[config.mk]
export PLATFORM = sky130hd
export DESIGN_NAME = fpga_ram_arbiter
export DESIGN_NICKNAME = d
export VERILOG_FILES = /design/src/rtl/fpga_ram_arbiter.sv
export SDC_FILE = /design/constraint.sdc
export NUM_CORES = 1
export LEC_CHECK = 0
export BUFFER_PORTS_ARGS = -buffer_cell sky130_fd_sc_hd__buf_4
export CORE_AREA = 2 2 91 93
export CTS_CLUSTER_DIAMETER = 120
export CTS_CLUSTER_SIZE = 25
export DETAILED_ROUTE_END_ITERATION = 6
export DIE_AREA = 0 0 93 95
export HOLD_SLACK_MARGIN = 0.1
export PLACE_DENSITY = 0.72
export SETUP_SLACK_MARGIN = 0.05
export SLEW_MARGIN = 20
export SYNTH_ARGS = -nofsm -noshare
export SYNTH_HDL_FRONTEND = slang
export SYNTH_SLANG_ARGS = --single-unit
[constraint.sdc]
create_clock -name CLK -period 3.3 [get_ports CLK]
set_input_delay 0.495 -clock CLK [delete_from_list [all_inputs] [get_ports CLK]]
set_output_delay 0.495 -clock CLK [all_outputs]
set_load 0.05 [all_outputs]
[src/rtl/fpga_ram_arbiter.sv]
// ============================================================================
// Module   : fpga_ram_arbiter
// Brief    : Two-port round-robin arbiter with bounded locking for a RAM256
//            style macro (byte write enables, registered read address).
// Revision : 1.0
// ============================================================================
`default_nettype none

module fpga_ram_arbiter #(
    parameter int AW       = 8,
    parameter int MAX_LOCK = 8
) (
    input  logic          CLK,
    input  logic          resetn,
    input  logic          req0,
    input  logic          req1,
    input  logic          lock0,
    input  logic          lock1,
    input  logic [3:0]    we0,
    input  logic [3:0]    we1,
    input  logic [AW-1:0] addr0,
    input  logic [AW-1:0] addr1,
    input  logic [31:0]   wdata0,
    input  logic [31:0]   wdata1,
    output logic          gnt0,
    output logic          gnt1,
    output logic          rvalid0,
    output logic          rvalid1,
    output logic [31:0]   rdata0,
    output logic [31:0]   rdata1,
    output logic          ram_en,
    output logic [AW-1:0] ram_a,
    output logic [31:0]   ram_di,
    output logic [3:0]    ram_we,
    input  logic [31:0]   ram_do
);

    typedef enum logic [1:0] {
        OWN_NONE = 2'd0,
        OWN_P0   = 2'd1,
        OWN_P1   = 2'd2
    } owner_t;

    localparam int            C_CW       = 8;
    localparam logic [C_CW-1:0] C_MAX_LOCK = C_CW'(MAX_LOCK);

    owner_t          r_owner;
    owner_t          w_owner_nxt;
    logic            r_last;        // 1: port1 was the most recent winner
    logic [C_CW-1:0] r_lock_cnt;
    logic [C_CW-1:0] w_lock_cnt_nxt;
    logic [AW-1:0]   r_ram_a;
    logic            r_rvalid0;
    logic            r_rvalid1;

    logic            w_gnt0;
    logic            w_gnt1;
    logic            w_own0_hold;
    logic            w_own1_hold;
    logic            w_cap;

    // Grant selection: a holding lock owner wins unless its contended streak
    // has reached the cap, otherwise plain round-robin.
    always_comb begin
        w_own0_hold = (r_owner == OWN_P0) && req0 && lock0;
        w_own1_hold = (r_owner == OWN_P1) && req1 && lock1;
        w_cap       = (r_lock_cnt >= C_MAX_LOCK);
        w_gnt0      = 1'b0;
        w_gnt1      = 1'b0;
        if (!resetn) begin
            w_gnt0 = 1'b0;
            w_gnt1 = 1'b0;
        end else if (w_own0_hold) begin
            if (req1 && w_cap) begin
                w_gnt1 = 1'b1;
            end else begin
                w_gnt0 = 1'b1;
            end
        end else if (w_own1_hold) begin
            if (req0 && w_cap) begin
                w_gnt0 = 1'b1;
            end else begin
                w_gnt1 = 1'b1;
            end
        end else if (req0 && req1) begin
            if (r_last) begin
                w_gnt0 = 1'b1;
            end else begin
                w_gnt1 = 1'b1;
            end
        end else if (req0) begin
            w_gnt0 = 1'b1;
        end else if (req1) begin
            w_gnt1 = 1'b1;
        end
    end

    // Lock bookkeeping; the counter only advances when the other port waits.
    always_comb begin
        w_owner_nxt    = OWN_NONE;
        w_lock_cnt_nxt = '0;
        if (w_gnt0 && lock0) begin
            w_owner_nxt    = OWN_P0;
            w_lock_cnt_nxt = ((r_owner == OWN_P0) ? r_lock_cnt : '0)
                             + {{(C_CW-1){1'b0}}, req1};
        end else if (w_gnt1 && lock1) begin
            w_owner_nxt    = OWN_P1;
            w_lock_cnt_nxt = ((r_owner == OWN_P1) ? r_lock_cnt : '0)
                             + {{(C_CW-1){1'b0}}, req0};
        end
    end

    always_comb begin
        ram_a  = r_ram_a;
        ram_di = '0;
        ram_we = '0;
        if (w_gnt0) begin
            ram_a  = addr0;
            ram_di = wdata0;
            ram_we = we0;
        end else if (w_gnt1) begin
            ram_a  = addr1;
            ram_di = wdata1;
            ram_we = we1;
        end
        if (!resetn) begin
            ram_a = '0;
        end
    end

    assign ram_en  = w_gnt0 | w_gnt1;
    assign gnt0    = w_gnt0;
    assign gnt1    = w_gnt1;
    // Gating with resetn drops a read return already in flight when reset hits.
    assign rvalid0 = r_rvalid0 & resetn;
    assign rvalid1 = r_rvalid1 & resetn;
    assign rdata0  = ram_do;
    assign rdata1  = ram_do;

    always_ff @(posedge CLK) begin
        if (!resetn) begin
            r_owner    <= OWN_NONE;
            r_last     <= 1'b1;
            r_lock_cnt <= '0;
            r_ram_a    <= '0;
            r_rvalid0  <= 1'b0;
            r_rvalid1  <= 1'b0;
        end else begin
            r_owner    <= w_owner_nxt;
            r_lock_cnt <= w_lock_cnt_nxt;
            if (w_gnt0) begin
                r_last <= 1'b0;
            end else if (w_gnt1) begin
                r_last <= 1'b1;
            end
            if (ram_en) begin
                r_ram_a <= ram_a;
            end
            r_rvalid0 <= w_gnt0 & req0 & (we0 == 4'd0);
            r_rvalid1 <= w_gnt1 & req1 & (we1 == 4'd0);
        end
    end

endmodule

`default_nettype wire

-- Yosys cells after proc, flatten, opt, wreduce, memory -nomap -nowiden
Index checks and enable logic that the tools add are counted.
- flip-flop bits (word level): 21
- $add $sub $neg: 2
- magnitude comparators: 1
- equality and inequality tests: 2
- mux-type cells: 32
- bitwise gates (word level): 8
- reductions and logical operators: 13
- operator list (cell ; count):
    $mux 32 ; 2
    $mux 8 ; 7
    $mux 1 ; 20
    $add 8x1->8 ; 2
    $logic_and 1x1->1 ; 9
    $ge 8x4->1 const B ; 1
    $logic_not 4->1 ; 2
    $mux 4 ; 2
    $and 1x1->1 ; 6
    $eq 2x1->1 const B ; 1
    $eq 2x2->1 const B ; 1
    $mux 2 ; 1
    $reduce_bool 2->1 ; 1
    $reduce_or 2->1 ; 1
    $not 1->1 ; 1
    $or 1x1->1 ; 1

-- Depth between registers and ports, before layout
Gate-level depths: netlist of run 1.
- depth in word-level cells: 9
- depth in mapped cells: 9
- depth with buffers taken out: 8

-- Worst setup path after synthesis of run 1
OpenSTA, ideal clock, no wires.
- path type: input-to-output
- start point: in req1
- end point: out ram_a[0]
- data arrival time: 2.414 ns
- data required time: 2.805 ns
- path slack: 0.391 ns
- cell stages on the path: 7
- cells stage by stage: nand4b_1 > and3_1 > o311a_1 > or2_1 > buf_6 > buf_6 > o21ai_1
- longest elaborated chain between the ends: 9
- elaborated cells on any way between the ends: 19
- those cells by class: 15 x mux; 4 x reduce/logical
- RTL lines (item ; RTL line ; source):
    start, declared ; 16 ; input logic req1,
    $mux 1 ; 93 ; end else if (req1) begin
    $mux 1 ; 91 ; end else if (req0) begin
    $mux 1 ; 85 ; end else if (req0 && req1) begin
    $mux 1 ; 79 ; end else if (w_own1_hold) begin
    $mux 1 ; 73 ; end else if (w_own0_hold) begin
    $mux 1 ; 70 ; if (!resetn) begin
    $mux 8 ; 121 ; end else if (w_gnt1) begin
    $mux 8 (*) ; 117 ; if (w_gnt0) begin
    $mux 8 (*) ; 126 ; if (!resetn) begin
    end, declared ; 32 ; output logic [AW-1:0] ram_a,
Every way passes the cells marked *; elsewhere a longest branch is shown, timed or not.

-- Worst setup path in the final report of run 1
- start point: reg r_lock_cnt[5]
- end point: out ram_a[1]
- longest elaborated chain between the ends: 9
- elaborated cells on any way between the ends: 16
- those cells by class: 1 x order compare; 13 x mux; 2 x reduce/logical
- RTL lines (item ; RTL line ; source):
    start, declared ; 50 ; logic [C_CW-1:0] r_lock_cnt;
    start signal, assigned ; 150 ; r_lock_cnt <= w_lock_cnt_nxt;
    $ge 8x4->1 (*) ; 67 ; w_cap = (r_lock_cnt >= C_MAX_LOCK);
    $logic_and 1x1->1 ; 80 ; if (req0 && w_cap) begin
    $mux 1 ; 80 ;
    $mux 1 ; 79 ;
    $mux 1 ; 73 ;
    $mux 1 ; 70 ;
    $mux 8 ; 121 ;
    $mux 8 (*) ; 117 ;
    $mux 8 (*) ; 126 ;
Marked as above.

==> results.md, run 1 <==
* FP Rows at 33
* Min-Delay Path Class: reg2reg
* RSZ-0062 raised after global routing: false
* Clock-pin slew on the worst setup and hold paths at 0.08 ns
* Area grow syn2layout at 33.08%
* Syn_nets at 390
* Min cycle time layout at 3.007 ns
* Vias at 2146
* Outcome: complete, no violations
* P_sw at 0.0003619 W
* Post-synth EDFFs at 0
* Max Cap Viol at 0
* # IOs at 239
* Sequential-to-total area share from yosys stat at 19.78%
* DR WL/cell at 14.77 um
* Worst reg2reg setup slack at 1.08 ns
* Setup violators final at 0
* Crit path max-delay family: simple AND/OR/NAND/NOR gates
* Die area at 0.008835 mm2
* Layout cell share with drive strength beyond 1 at 49.10%
* Max Fanout on Critical Path at 17
* Total global routing overflow at 0
* Yosys reg bits at 21
* Nets at 463
* Iteration-0 DRC Markers at 65
* RD Place Congestion at 0.8400
* YS warnings at 0
* CTS tree: done
* Place WS at 0.4385 ns
* Yosys cell types at 46
* Setup TNS at 0 ns
* Crit Path Class: reg2out
* Worst path slowest cell: or4_4
* DRC at 0
* Post-synth ARST share at 0%
* Largest family of logic cells by synthesized area: compound AO/OA/AOI/OAI gates
* Most frequent cells in the layout: 147 x buf_4, 41 x a22o_1, 21 x dfxtp_1
* Routed Wire Length at 6.453 mm
* Clock skew at 0.0007214 ns
* Compound-Gate Fraction of Synth Area at 31.37%
* CTS Hold Bufs at 0
* Reg2Reg Launch Point: r_lock_cnt[5]
* Number of global-route vias before repair at 1992
* Critical Path Max Stage Delay at 0.56 ns
* Worst Path Buf+Inv at 1
* Largest net degree at the start of global routing at 29
* Via density at 4.911
* Post CTS Setup Buffer Count at 0
* Longest Clk Path Bufs at 2
* Synth Cell Area at 0.002126 mm2
* VDD IR max at 0.1477 mV
* Fin. Hold Viols at 0
* Worst-path cell chain: or4_4, o211ai_2, o311a_2, or2_1, o21ai_1, buf_4
* DR pass1 iterations at 4
* Post-DP HPWL at 5.185 mm
* Cell Int Power at 0.0005287 W
* Comb pwr share at 49.6%
* Post-synthesis adder-cell area fraction at 2.354%
* Hold Path End: r_ram_a[1]
* ANT nets after route at 0
* First-pass GRT wire length at 9.501 mm
* Pins Over Slew Limit at 0
* Clk sinks at 21
* Fmax at 0.3325 GHz
* Placed Cells at 433
* CP endpoint kind: primary output
* Worst r2r dst: r_ram_a[4]
* H-Tree Depth at 1
* Period utilization at 91.14%
* Hold-critical path depth at 2
* Post-synthesis instance total at 260
* Flop pwr share at 30.6%
* Avg Inst Size Synth at 8.176 um2
* Starting Density at 26.82%
* Ys flop type: dfxtp_1
* Leak Pwr at 1.367 nW
* Root Driver: clkbuf_8
* Mux cell area share after synthesis at 0.4709%
* Worst slew margin relative to its limit at 55.77%
* Fillers at 840
* Clk Latency, worst-skew pair at 0.26 ns
* Hold Path Origin: r_ram_a[1]
* Setup ws final at 0.2925 ns
* Total GRT Usage at 13.37%
* XOR/XNOR Fraction of Synth Area at 0.8240%
* Reg2Reg Depth at 5
* Die W at 93 um
* CP required at 2.80 ns
* Sw Share at 40.63%
* Commonest non-fill, non-tap cell in the layout: buf_4
* Initial antenna violation count at 0
* # port buffers at 142
* Crit path DAT at 2.51 ns
* Power density cells at 314.8 mW/mm2
* N_diodes at 0
* CTS Buf Count at 3
* Cts repair resizes at 0
* Die Y at 95 um
* Post-Layout Cell Count at 437
* Synth Area in Simple Gates at 17.48%
* Startpoint types: flop
* Clock Power Share at 19.7%
* Core region area at 0.007928 mm2
* Worst Max-Slew Pin Slew at 0.6575 ns
## through the flow
step | util, % | hold WS [ns] | cell area [um2] | total power (W)
after floorplan | - | 0.4456 | 2126 | 0.0007576
after global placement | 35.12 | 0.4673 | 2784 | 0.0007189
after detailed placement | 35.12 | 0.4710 | 2784 | 0.0007223
after CTS | 35.69 | 0.4758 | 2829 | 0.0009056
after global routing | 35.69 | 0.4894 | 2829 | 0.0009387
final | 35.69 | 0.4763 | 2829 | 0.0008906
## routing by layer
layer / share of wire (%) / track usage (%) / vias up
li1: - / - / 1043
met5: 0 / 0 / -
met2: 51 / 23.67 / 90
met3: 7.5 / 3.192 / 19
met1: 40 / 16.11 / 994
met4: 1.4 / 3.922 / 0
## worst reg2reg max path: cells and delay by family, from the launching register on
| kind | cells | cell delay, ns |
|---|---|---|
| flops | 1 | 0.38 |
| compound gates | 3 | 0.62 |
| simple gates | 2 | 1.09 |
## worst max path at each step
| stage | startpoint | slack (ns) | endpoint | cells past startpoint |
|---|---|---|---|---|
| 6_report | r_lock_cnt[5] | 0.29 | ram_a[1] | 6 |
| 5_1_grt | r_lock_cnt[5] | 0.14 | ram_a[1] | 6 |
| 4_1_cts | r_lock_cnt[5] | 0.24 | ram_a[1] | 6 |
| 3_5_place_dp | req1 | 0.44 | ram_a[3] | 7 |
| 3_3_place_gp | req1 | 0.47 | ram_a[1] | 7 |
| 2_1_floorplan | req1 | 0.39 | ram_a[0] | 7 |
## synthesized netlist by cell type, drive strengths merged, types with 2 or more instances
cell type  count  area share [%]
nor2b          2            0.59
nor2           9             1.6
nand2         15             2.6
nand3          4            0.94
buf           73              26
clkbuf         6             1.1
a22oi          8             2.8
o22ai          4             1.2
and2           8             2.4
ha             4             2.4
nor3           4            0.94
a22o          41              17
or2            4             1.2
xnor2          2            0.82
o21ai         17             5.1
a21oi          5             1.2
and3           5             1.5
nor4           3             1.6
nand4          4             1.2
inv            3            0.53
dfxtp         21              20
## logic make-up after synthesis
kind of cell               count (synthesis)
muxes                                      1
buffers and inverters                     82
adders and majority gates                  4
DFF                                       21
xor gates and xnor gates                   2
AOI/OAI and AO/OA                         85
and+or+nand+nor                           65
## state kept, by name (all words and copies together), names as in the netlist
| signal | flops |
|---|---|
| r_last | 1 |
| r_rvalid0 | 1 |
| r_ram_a | 8 |
| r_rvalid1 | 1 |
| r_lock_cnt | 8 |
| r_owner | 2 |
## power groups by stage
| stage | sequential, W | clock (W) | combinational, W |
|---|---|---|---|
| after floorplan | 0.000277 | 0 | 0.000480 |
| after global placement | 0.000278 | 0 | 0.000441 |
| after detailed placement | 0.000279 | 0 | 0.000444 |
| after CTS | 0.000273 | 0.000189 | 0.000444 |
| after global routing | 0.000274 | 0.000197 | 0.000467 |
| final | 0.000273 | 0.000176 | 0.000442 |
## final cells by class
type / count / area, um2 / share of cell area (%)
sequential: 21 / 420.4 / 14.86
inverter: 3 / 11.26 / 0.3981
timing repair buffer: 147 / 1104 / 39.01
tap: 105 / 131.4 / 4.644
multi-input combinational: 157 / 1117 / 39.50
clock buffer: 4 / 45.04 / 1.592
No activity file was read; power rests on OpenSTA's default activity.
==> run 2: changes to the inputs <==
--- a/config.mk
+++ b/config.mk
@@ -5,13 +5,15 @@
 export SDC_FILE = /design/constraint.sdc
 export NUM_CORES = 1
 export LEC_CHECK = 0
-export BUFFER_PORTS_ARGS = -buffer_cell sky130_fd_sc_hd__buf_4
+export BUFFER_PORTS_ARGS = -buffer_cell sky130_fd_sc_hd__buf_2
+export CAP_MARGIN = 10
 export CORE_AREA = 2 2 91 93
 export CTS_CLUSTER_DIAMETER = 120
 export CTS_CLUSTER_SIZE = 25
 export DETAILED_ROUTE_END_ITERATION = 6
 export DIE_AREA = 0 0 93 95
 export HOLD_SLACK_MARGIN = 0.1
+export MAX_ROUTING_LAYER = met4
 export PLACE_DENSITY = 0.72
 export SETUP_SLACK_MARGIN = 0.05
 export SLEW_MARGIN = 20
==> results.md, run 2 (same netlist as run 1, synthesis figures left out) <==
* Fillers at 854 (was 840)
* Root Driver: clkbuf_8 (unchanged)
* Crit Path Class: reg2out (unchanged)
* Min cycle time layout at 3.029 ns (was 3.007 ns)
* Worst reg2reg setup slack at 1.08 ns (about the same)
* Nets at 462 (was 463)
* Iteration-0 DRC Markers at 41 (was 65)
* Vias at 2130 (was 2146)
* Worst Path Buf+Inv at 1 (unchanged)
* Total GRT Usage at 12.98% (was 13.37%)
* # port buffers at 142 (unchanged)
* Setup TNS at 0 ns (unchanged)
* Cts repair resizes at 0 (unchanged)
* Clk sinks at 21 (unchanged)
* Core region area at 0.007928 mm2 (unchanged)
* Clock skew at 0.004079 ns (was 0.0007214 ns)
* Clk Latency, worst-skew pair at 0.26 ns (about the same)
* Routed Wire Length at 6.272 mm (was 6.453 mm)
* RSZ-0062 raised after global routing: false (unchanged)
* Fin. Hold Viols at 0 (unchanged)
* Via density at 4.885 (was 4.911)
* Fmax at 0.3301 GHz (was 0.3325 GHz)
* Post-DP HPWL at 5.002 mm (was 5.185 mm)
* Max Fanout on Critical Path at 17 (unchanged)
* Die area at 0.008835 mm2 (unchanged)
* Hold Path Origin: r_ram_a[1] (unchanged)
* Layout cell share with drive strength beyond 1 at 48.94% (was 49.10%)
* Longest Clk Path Bufs at 2 (unchanged)
* Most frequent cells in the layout: 142 x buf_2, 41 x a22o_1, 21 x dfxtp_1 (was 147 x buf_4, 41 x a22o_1, 21 x dfxtp_1)
* Period utilization at 91.79% (was 91.14%)
* Area grow syn2layout at 16.19% (was 33.08%)
* Min-Delay Path Class: reg2reg (unchanged)
* Post CTS Setup Buffer Count at 0 (unchanged)
* Place WS at 0.3289 ns (was 0.4385 ns)
* Critical Path Max Stage Delay at 0.57 ns (was 0.56 ns)
* Power density cells at 335.8 mW/mm2 (was 314.8 mW/mm2)
* Setup violators final at 0 (unchanged)
* Crit path depth at 5 (was 6)
* DRC at 0 (unchanged)
* Biggest registers after layout: r_lock_cnt: 8 flops, r_ram_a: 8 flops, r_owner: 2 flops (unchanged)
* DR pass1 iterations at 4 (unchanged)
* Startpoint types: flop (unchanged)
* Number of global-route vias before repair at 1874 (was 1992)
* Pins Over Slew Limit at 0 (unchanged)
* Worst Max-Slew Pin Slew at 0.6708 ns (was 0.6575 ns)
* # IOs at 239 (unchanged)
* Die W at 93 um (unchanged)
* Max Cap Viol at 0 (unchanged)
* Leak Pwr at 1.270 nW (was 1.367 nW)
* CP endpoint kind: primary output (unchanged)
* Outcome: complete, no violations (unchanged)
* CTS Buf Count at 3 (unchanged)
* Worst slew margin relative to its limit at 54.88% (was 55.77%)
* Clock-pin slew on the worst setup and hold paths at 0.08 ns (about the same)
* Reg2Reg Launch Point: r_lock_cnt[7] (was r_lock_cnt[5])
* Worst path slowest cell: or4_4 (unchanged)
* FP Rows at 33 (unchanged)
* Setup ws final at 0.2710 ns (was 0.2925 ns)
* Initial antenna violation count at 0 (unchanged)
* CTS tree: done (unchanged)
* Worst r2r dst: r_ram_a[0] (was r_ram_a[4])
* N_diodes at 0 (unchanged)
* VDD IR max at 0.1847 mV (was 0.1477 mV)
* Largest net degree at the start of global routing at 48 (was 29)
* RD Place Congestion at 0.8215 (was 0.8400)
* Hold-critical path depth at 2 (unchanged)
* Hold Path End: r_ram_a[1] (unchanged)
* Crit path max-delay family: simple AND/OR/NAND/NOR gates (unchanged)
* Total global routing overflow at 0 (unchanged)
* CP required at 2.80 ns (about the same)
* Worst-path cell chain: or4_4, o211ai_2, o311a_2, or2_1, buf_2 (was or4_4, o211ai_2, o311a_2, or2_1, o21ai_1, buf_4)
* CTS Hold Bufs at 0 (unchanged)
* DR WL/cell at 14.39 um (was 14.77 um)
* Crit path DAT at 2.53 ns (was 2.51 ns)
* ANT nets after route at 0 (unchanged)
* First-pass GRT wire length at 8.880 mm (was 9.501 mm)
* Starting Density at 26.82% (unchanged)
* H-Tree Depth at 1 (unchanged)
* Reg2Reg Depth at 5 (unchanged)
* Commonest non-fill, non-tap cell in the layout: buf_2 (was buf_4)
* Die Y at 95 um (unchanged)
==> run 2: cell count changes in the layout (fill, tap and decap cells not counted), sizes merged <==
cell / change
buf: -1
==> run 2: area by class of cell <==
class	instances	area [um2]	share of cell area (%)
multi-input combinational	157	1117	45.24
timing repair buffer	146	744.5	30.14
inverter	3	11.26	0.4559
sequential	21	420.4	17.02
clock buffer	4	45.04	1.824
tap	105	131.4	5.319
==> run 2: worst min-delay path, delay by kind of cell, from the launching register on <==
| kind | cells | cell delay (ns) |
|---|---|---|
| simple gates | 1 | 0.06 |
| flops | 1 | 0.30 |
| compound gates | 1 | 0.07 |
==> run 2: power by group <==
group / internal (W) / switching [W] / leakage [nW]
sequential: 0.000267 / 0.00000491 / 0.172
combinational: 0.000117 / 0.000263 / 1.08
clock: 0.0000862 / 0.0000908 / 0.0228
==> run 2: worst max path at each step <==
stage	slack, ns	start	to
2_1_floorplan	0.39	req1	ram_a[0]
3_3_place_gp	0.41	req1	ram_a[1]
3_5_place_dp	0.33	req1	ram_a[6]
4_1_cts	0.21	r_lock_cnt[7]	ram_a[6]
5_1_grt	0.14	r_lock_cnt[7]	ram_a[1]
6_report	0.27	r_lock_cnt[7]	ram_en
==> run 2: routing by layer <==
metal	vias to the layer above	global-route usage [%]	wire length, um
met1	986	14.49	2613
li1	1038	-	-
met2	91	23.55	3101
met5	-	-	0
met4	0	3.431	81
met3	15	2.713	476
==> run 2: stage by stage <==
stage,cells,hold slack [ns],area [um2],total power [W],utilization (%)
floorplan,260,0.4456,2126,0.0007576,-
global placement,432,0.4632,2421,0.0006550,30.54
detailed placement,432,0.4653,2421,0.0006594,30.54
CTS,436,0.4756,2466,0.0008438,31.11
global route,436,0.5055,2470,0.0008730,31.16
finish,436,0.4738,2470,0.0008293,31.16
==> run 3: changes to the inputs <==
==> constraint.sdc (replaced) <==
create_clock -name CLK -period 3.3 [get_ports CLK]
set_input_delay 0.33 -clock CLK [delete_from_list [all_inputs] [get_ports CLK]]
set_output_delay 0.33 -clock CLK [all_outputs]
set_load 0.05 [all_outputs]
==> results.md, run 3 (same netlist as run 1, synthesis figures left out) <==
* Outcome: complete, no violations (unchanged)
* Max Cap Viol at 0 (unchanged)
* Sw Share at 43.58% (was 43.27%)
* Core region area at 0.007928 mm2 (unchanged)
* Post CTS Setup Buffer Count at 0 (unchanged)
* Setup ws final at 0.4485 ns (was 0.2710 ns)
* RD Place Congestion at 0.8430 (was 0.8215)
* Min cycle time layout at 2.851 ns (was 3.029 ns)
* Fin. Hold Viols at 0 (unchanged)
* CP required at 2.97 ns (was 2.80 ns)
* Max Fanout on Critical Path at 16 (was 17)
* DRC at 0 (unchanged)
* Routed Wire Length at 6.309 mm (was 6.272 mm)
* Nets at 462 (unchanged)
* ANT nets after route at 0 (unchanged)
* Crit Path Class: reg2out (unchanged)
* CP endpoint kind: primary output (unchanged)
* Leak Pwr at 1.268 nW (was 1.270 nW)
* Fmax at 0.3507 GHz (was 0.3301 GHz)
* P_sw at 0.0003633 W (was 0.0003588 W)
* Vias at 2166 (was 2130)
* Reg2Reg Launch Point: r_lock_cnt[5] (was r_lock_cnt[7])
* Fin Hold WS at 0.3140 ns (was 0.4738 ns)
* Worst r2r dst: r_ram_a[5] (was r_ram_a[0])
* Reg2Reg Depth at 6 (was 5)
* Hold Path Origin: addr1[1] (was r_ram_a[1])
* Post-DP HPWL at 5.054 mm (was 5.002 mm)
* Min-Delay Path Class: in2reg (was reg2reg)
* Commonest non-fill, non-tap cell in the layout: buf_2 (unchanged)
* Fillers at 884 (was 854)
* Biggest registers after layout: r_lock_cnt: 8 flops, r_ram_a: 8 flops, r_owner: 2 flops (unchanged)
* Initial antenna violation count at 0 (unchanged)
* CTS Buf Count at 3 (unchanged)
* Root Driver: clkbuf_8 (unchanged)
* # port buffers at 142 (unchanged)
* Clock skew at 0.004475 ns (was 0.004079 ns)
* Hold Path End: r_ram_a[1] (unchanged)
* Worst slew margin relative to its limit at 54.79% (was 54.88%)
* Number of global-route vias before repair at 1896 (was 1874)
* VDD IR max at 0.1405 mV (was 0.1847 mV)
* Multi-input gate area at 0.001117 mm2 (unchanged)
* DR pass1 iterations at 4 (unchanged)
* Crit path DAT at 2.52 ns (was 2.53 ns)
* Via density at 4.968 (was 4.885)
* Worst reg2reg setup slack at 1.01 ns (was 1.08 ns)
* Largest net degree at the start of global routing at 50 (was 48)
* N_diodes at 0 (unchanged)
* Cts repair resizes at 0 (unchanged)
* # IOs at 239 (unchanged)
* Longest Clk Path Bufs at 2 (unchanged)
* Pins Over Slew Limit at 0 (unchanged)
* Most frequent cells in the layout: 142 x buf_2, 41 x a22o_1, 21 x dfxtp_1 (unchanged)
* Die W at 93 um (unchanged)
* RSZ-0062 raised after global routing: false (unchanged)
* Setup violators final at 0 (unchanged)
* CTS tree: done (unchanged)
* Clock-pin slew on the worst setup and hold paths at 0.09 ns (was 0.08 ns)
* Setup TNS at 0 ns (unchanged)
* Comb pwr share at 45.7% (was 45.8%)
* H-Tree Depth at 1 (unchanged)
* Period utilization at 86.41% (was 91.79%)
* Die area at 0.008835 mm2 (unchanged)
* First-pass GRT wire length at 9.004 mm (was 8.880 mm)
* Cell Int Power at 0.0004703 W (was 0.0004705 W)
* Layout cell share with drive strength beyond 1 at 49.24% (was 48.94%)
* CTS Hold Bufs at 0 (unchanged)
* Flop pwr share at 32.7% (was 32.8%)
* Clock Power Share at 21.6% (was 21.3%)
* Clk Latency, worst-skew pair at 0.27 ns (was 0.26 ns)
* Starting Density at 26.82% (unchanged)
* Hold-critical path depth at 3 (was 2)
* FF+latch area at 420.4 um2 (unchanged)
* Area grow syn2layout at 16.19% (unchanged)
* Power density cells at 337.5 mW/mm2 (was 335.8 mW/mm2)
* Clk sinks at 21 (unchanged)
* Iteration-0 DRC Markers at 38 (was 41)
* Total global routing overflow at 0 (unchanged)
* Startpoint types: flop (unchanged)
* Worst Max-Slew Pin Slew at 0.6721 ns (was 0.6708 ns)
* FP Rows at 33 (unchanged)
* Place WS at 0.6590 ns (was 0.3289 ns)
* Total GRT Usage at 13.14% (was 12.98%)
* Die Y at 95 um (unchanged)
* DR WL/cell at 14.47 um (was 14.39 um)
[run 3: routing by layer]
metal / GRT usage [%] / part of all wire, % / routed length [um] / vias to the layer above
met1: 15.05 / 41 / 2604 / 1020
li1: - / - / - / 1042
met2: 22.83 / 50 / 3130 / 85
met5: - / 0 / 0 / -
met4: 3.922 / 1.7 / 110 / 0
met3: 3.192 / 7.3 / 463 / 19
[run 3: worst max path at each step]
stage | to | depth (start not counted) | slack, ns | from
floorplan | ram_a[0] | 7 | 0.61 | r_lock_cnt[5]
global placement | ram_a[1] | 7 | 0.71 | req1
detailed placement | ram_a[4] | 7 | 0.66 | req1
CTS | ram_en | 5 | 0.40 | r_lock_cnt[5]
global route | ram_a[1] | 6 | 0.22 | r_lock_cnt[5]
finish | ram_en | 5 | 0.45 | r_lock_cnt[5]
[run 3: final cells by class]
| type | count | area share (%) |
|---|---|---|
| Sequential cell | 21 | 17.02 |
| Clock inverter | 1 | 0.3040 |
| Inverter | 3 | 0.4559 |
| Clock buffer | 3 | 1.672 |
| Timing Repair Buffer | 146 | 29.99 |
| Tap cell | 105 | 5.319 |
| Multi-Input combinational cell | 157 | 45.24 |
[run 3: power by group through the flow]
stage          clock, W  sequential [W]  combinational (W)
2_1_floorplan         0        0.000277           0.000480
3_3_place_gp          0        0.000278           0.000379
3_5_place_dp          0        0.000278           0.000383
4_1_cts        0.000188        0.000272           0.000383
5_1_grt        0.000199        0.000274           0.000407
6_report       0.000180        0.000272           0.000381
[run 3: worst max-delay path, stage by stage, from the launching register on]
cell	delay, ns
dfxtp_1	0.38
or4_4	0.55
o211ai_2	0.18
o311a_2	0.22
or2_1	0.54
buf_2	0.38
[run 3: metrics by stage]
step                area, um2  utilization, %  power [W]  cells
floorplan                2126               -  0.0007576    260
global placement         2421           30.54  0.0006574    432
detailed placement       2421           30.54  0.0006615    432
CTS                      2470           31.16  0.0008437    436
global route             2470           31.16  0.0008794    436
finish                   2470           31.16  0.0008337    436
